[config.mk]
export PLATFORM = sky130hd
export DESIGN_NAME = piso_reg
export DESIGN_NICKNAME = d
export VERILOG_FILES = /design/src/rtl/piso_reg.sv
export SDC_FILE = /design/constraint.sdc
export NUM_CORES = 1
export LEC_CHECK = 0
export ABC_AREA = 1
export CAP_MARGIN = 20
export CORE_MARGIN = 2
export CORE_UTILIZATION = 40
export CTS_BUF_LIST = sky130_fd_sc_hd__clkbuf_16
export DETAILED_ROUTE_END_ITERATION = 8
export PLACE_DENSITY = 0.76
export SYNTH_ARGS = -nofsm -noshare
export SYNTH_HDL_FRONTEND = slang
export SYNTH_SLANG_ARGS = --single-unit
[constraint.sdc]
create_clock -name clk -period 1.36 [get_ports clk]
set_clock_uncertainty 0.15 [all_clocks]
set_input_delay 0.204 -clock clk [delete_from_list [all_inputs] [get_ports clk]]
set_output_delay 0.204 -clock clk [all_outputs]
set_load 0.05 [all_outputs]
[src/rtl/piso_reg.sv]
// Parallel-in serial-out shift register with valid/last framing and back-to-back frame support.
// Optional even-parity trailer bit is compiled in when PISO_PARITY_EN is defined.
module piso_reg #(
  parameter int DATA_WIDTH = 8,
  parameter int MSB_FIRST  = 1
) (
  input  logic                  clk,
  input  logic                  arst_n,
  input  logic [DATA_WIDTH-1:0] pdata,
  input  logic                  pvalid,
  output logic                  pready,
  output logic                  sdata,
  output logic                  svalid,
  output logic                  slast
);

  localparam int CW = $clog2(DATA_WIDTH);
  localparam logic [CW-1:0] LAST = CW'(DATA_WIDTH - 1);

  localparam logic [1:0] IDLE   = 2'd0;
  localparam logic [1:0] SHIFT  = 2'd1;
`ifdef PISO_PARITY_EN
  localparam logic [1:0] PARITY = 2'd2;
`endif

  logic [1:0]            state;
  logic [DATA_WIDTH-1:0] shreg;
  logic [CW-1:0]         cnt;
  logic                  accept;
  logic                  load_bit;
  logic                  next_bit;
  logic [DATA_WIDTH-1:0] load_rest;
  logic [DATA_WIDTH-1:0] shift_rest;
`ifdef PISO_PARITY_EN
  logic                  parity_bit;
`endif

  // The first bit goes straight to sdata on accept, so shreg holds the remaining bits.
  generate
    if (MSB_FIRST != 0) begin : g_msb
      assign load_bit   = pdata[DATA_WIDTH-1];
      assign load_rest  = {pdata[DATA_WIDTH-2:0], 1'b0};
      assign next_bit   = shreg[DATA_WIDTH-1];
      assign shift_rest = {shreg[DATA_WIDTH-2:0], 1'b0};
    end else begin : g_lsb
      assign load_bit   = pdata[0];
      assign load_rest  = {1'b0, pdata[DATA_WIDTH-1:1]};
      assign next_bit   = shreg[0];
      assign shift_rest = {1'b0, shreg[DATA_WIDTH-1:1]};
    end
  endgenerate

`ifdef PISO_PARITY_EN
  assign pready = arst_n & ((state == IDLE) | (state == PARITY));
`else
  assign pready = arst_n & ((state == IDLE) | ((state == SHIFT) && (cnt == LAST)));
`endif

  assign accept = pvalid & pready;

  always_ff @(posedge clk or negedge arst_n) begin
    if (!arst_n) begin
      state  <= IDLE;
      shreg  <= '0;
      cnt    <= '0;
      sdata  <= 1'b0;
      svalid <= 1'b0;
      slast  <= 1'b0;
`ifdef PISO_PARITY_EN
      parity_bit <= 1'b0;
`endif
    end else if (accept) begin
      state  <= SHIFT;
      shreg  <= load_rest;
      cnt    <= '0;
      sdata  <= load_bit;
      svalid <= 1'b1;
      slast  <= 1'b0;
`ifdef PISO_PARITY_EN
      parity_bit <= ^pdata;
`endif
    end else begin
      case (state)
        SHIFT: begin
          if (cnt == LAST) begin
`ifdef PISO_PARITY_EN
            state  <= PARITY;
            sdata  <= parity_bit;
            svalid <= 1'b1;
            slast  <= 1'b1;
`else
            state  <= IDLE;
            sdata  <= 1'b0;
            svalid <= 1'b0;
            slast  <= 1'b0;
`endif
          end else begin
            sdata  <= next_bit;
            shreg  <= shift_rest;
            cnt    <= cnt + 1'b1;
            svalid <= 1'b1;
`ifdef PISO_PARITY_EN
            slast  <= 1'b0;
`else
            // Flag the bit about to be driven if it is the final data bit.
            slast  <= (cnt == LAST - 1'b1);
`endif
          end
        end
        default: begin
          state  <= IDLE;
          sdata  <= 1'b0;
          svalid <= 1'b0;
          slast  <= 1'b0;
        end
      endcase
    end
  end

endmodule

==> reports/summary.md <==
In the synthesized netlist, the number of instances is 74. The number of hold violations in the final report came out at 0. In this run the static leakage power is 0.559 nW. The worst vdd rail ir drop came out at 1600 uV. The clock latency at the later pin of the worst-skew pair is 0.24 ns. For the initial antenna violation count, the log shows 0.

After synthesis, the netlist uses 16 different library cells. The number of hold buffers added after CTS is 0, and the fraction of final layout cells with drive strength greater than 1 is 45.6%. The number of clock buffers added by TritonCTS is 3.

Dividing total power by cell area gives a power density of 2460 nW/um^2. The post-synthesis instance area is 704 um^2, and the register bit count reported by yosys is 14. Once placement completed, the tool counted placed cells totaling 112. For this run, the leading register cell type out of synthesis is sky130_fd_sc_hd__dfrtp_1. The first global-routing pass estimated 2.53 mm of wire. For the sequential area share after synthesis, the log shows 49.7%.

The signal on the critical path passes through ha_2 > ha_4 > inv_2 > nand2_4 > inv_6 > nor2_4 > buf_12. The run gives 1.01 ns as the data required time at the worst endpoint. TritonCTS built the clock tree.

The maximum root-to-sink buffer count was 2. The run gives 0 as the number of slew-limit violations in the final report. sky130_fd_sc_hd__dfrtp_1 takes more of the synthesized area than any other cell.

After synthesis, the share of flip-flops with an asynchronous set or reset is 100%. The clock drives 14 sinks. Detailed routing inserted a total of 620 vias. The core utilization of the finished layout came out at 68.2%. The longest individual stage delay on the worst path was 0.38 ns; the horizontal die dimension was 46.0 um. The net count of the finished layout is 118. Setup repair after global routing could not meet its margin everywhere.

When the netlist entered floorplanning its net count stood at 88. The minimum setup slack in the final design was -0.337 ns. Cell with the most instances after synthesis: sky130_fd_sc_hd__nand2_1. The class of the tightest hold or removal check is in2async.

Along the worst path, the maximum fanout reaches 4. Summed over all layers, the global routing overflow is 0. The run gives 15 as the I/O pin total.

Global routing consumed, over all layers together, 17.1% of the routing resources. Transition time of the tightest slew-check pin: 0.259 ns. The die covers 2110 um^2. Across the run, the number of max-cap violations was 0. In the routed design, unresolved DRC markers number 0.

The critical path is of the reg2out type. Once the floorplan was initialized, standard cells occupied 41.7% of the core. Site row count: 15. The per-cell via count in the routed design was 5.17. Once layout is complete, the cells apart from fillers number 120.

The total routed wirelength was 1.53 mm; the warning count from the yosys run was 0. The violation count after the first detailed-route iteration was 8; the number of nets still failing antenna checks after routing was 0. Clock-pin slew was measured on the worst setup and hold paths at 0.05 ns. In the final routed layout, each cell accounts on average for 12.8 um.

The tools report the data arrival time of the critical path as 1.34 ns. The tree is rooted in a sky130_fd_sc_hd__clkbuf_16. In the finished design, the share of the clock period the worst path needs comes to 125%. The run finished, with violations left. Relative to the synthesized area, the layout overhead comes to 63.6%. For this run, the top clock speed supported by timing is 0.589 GHz. The run gives 608 as the number of global-route vias before repair. The run gives 0.751 as the weighted congestion reported at the end of routability-driven placement.

The height of the chip is 46.0 um, and the minimum clock period is 1.70 ns. The number of antenna diodes in the final layout is 0. The run gives 82.7% as the relative slew slack. The checks that failed: setup timing. The largest individual stage delay along the critical path comes from the cell sky130_fd_sc_hd__dfrtp_1.

The tools report the total number of H-tree levels as 1. The core box area came out at 1690 um^2. Detailed placement finished with a half-perimeter wire length of 1.04 mm. Hold timing on the final database bottoms out at a slack of 0.269 ns.

The category of the worst setup path capture point is an output port. Setup violations remaining at the end of the flow were counted as 15. Fill cells in the final layout number 121.

Entering global routing, the biggest net connects 22 pins. In this run the tool buffered the top-level ports with 14 buffer cells. Of the post-synthesis cell area, the dominant cell type holds 49.7%. The worst setup path is launched from a flop. Average instance area after synthesis: 9.52 um^2.

By count the netlist is led by 19 x sky130_fd_sc_hd__nand2_1, 14 x sky130_fd_sc_hd__dfrtp_1, 6 x sky130_fd_sc_hd__nand2_2, 6 x sky130_fd_sc_hd__nand4_1, 5 x sky130_fd_sc_hd__nand3_2. The number of flops mapped to enable cells by yosys is 0, and the number of iterations in the first detailed-routing pass is 4. By area the synthesized netlist is led by sky130_fd_sc_hd__dfrtp_1 50%, sky130_fd_sc_hd__nand2_1 10%, sky130_fd_sc_hd__nand3_2 7.1%.
-- kinds of logic after synthesis --
family                   after synthesis  synth area share (%)
AO/OA/AOI/OAI                          6                  5.15
adder cells (fa/ha/maj)                3                  5.33
buffers and inverters                 11                  9.41
flip-flops                            14                  49.7
AND/OR/NAND/NOR                       40                  30.4
-- flip-flops by register name, indices dropped and copies added (netlist names) --
| register | flops |
|---|---|
| shreg | 7 |
| slast | 1 |
| cnt | 3 |
| svalid | 1 |
| sdata | 1 |
| state | 1 |
-- area by class of cell --
cell class / instances / area [um^2] / area share [%]
clock buffer: 3 / 75.1 / 6.51
clock inverter: 1 / 3.75 / 0.326
inverter: 7 / 33.8 / 2.93
multi-input combinational: 50 / 372 / 32.2
sequential: 14 / 350 / 30.4
tap: 17 / 21.3 / 1.85
timing repair buffer: 28 / 297 / 25.7
-- timing repair --
action,CTS,global route
endpoints found under the setup margin,12,14
buffers inserted,2,1
cloned,1,0
pin swaps,2,4
resized for setup,6,10
-- placed cells by master (no fill, tap or decap), drive strengths merged --
cell           instances
inv                    7
nand3                  7
buf                   18
clkinv                 1
o21ai                  5
nand4                  6
ha                     3
o21a                   2
clkdlybuf4s50         10
nor2                   2
nand2                 25
dfrtp                 14
clkbuf                 3
-- metal layers --
metal | up-vias | GRT usage, % | routed length, um
met1 | 290 | 22.5 | 656
met5 | - | 0 | 0
met4 | 0 | 13.1 | 40
li1 | 303 | - | -
met2 | 23 | 25.6 | 767
met3 | 4 | 1.59 | 69
-- where the power goes --
group          switching [mW]  total, mW  internal, mW
clock network           0.166      0.554         0.389
logic                   0.774       1.58         0.808
registers               0.114      0.698         0.584
total                    1.05       2.84          1.78
-- critical path: cells and delay by family, from the launching register on --
kind	cells	cell delay, ns
DFF	1	0.38
adders and majority gates	2	0.35
buffers and inverters	3	0.26
and+or+nand+nor	2	0.10
-- final timing paths --
kind | from | end | slack (ns) | cells after the start
worst max register to register | cnt[1] | shreg[6] | -0.32 | 11
worst min-delay path | arst_n | shreg[3] | 0.27 | 2
worst min register to register | shreg[1] | shreg[1] | 0.33 | 2
min in group clk | shreg[1] | shreg[1] | 0.33 | 2
worst max-delay path | cnt[1] | pready | -0.34 | 7
max in group asynchronous | arst_n | shreg[5] | 0.58 | 2
-- per-stage QoR --
stage | cell area (um^2) | total power [mW] | worst slack [ns] | TNS (ns)
final | 1150 | 2.84 | -0.337 | -3.06
after global routing | 1150 | 3.00 | -0.388 | -3.78
after CTS | 1100 | 2.71 | -0.340 | -2.48
after detailed placement | 986 | 2.01 | -0.238 | -2.65
after global placement | 986 | 1.96 | -0.211 | -2.37
after floorplan | 739 | 1.46 | -0.145 | -0.964
(Power assumes the default switching activity.)
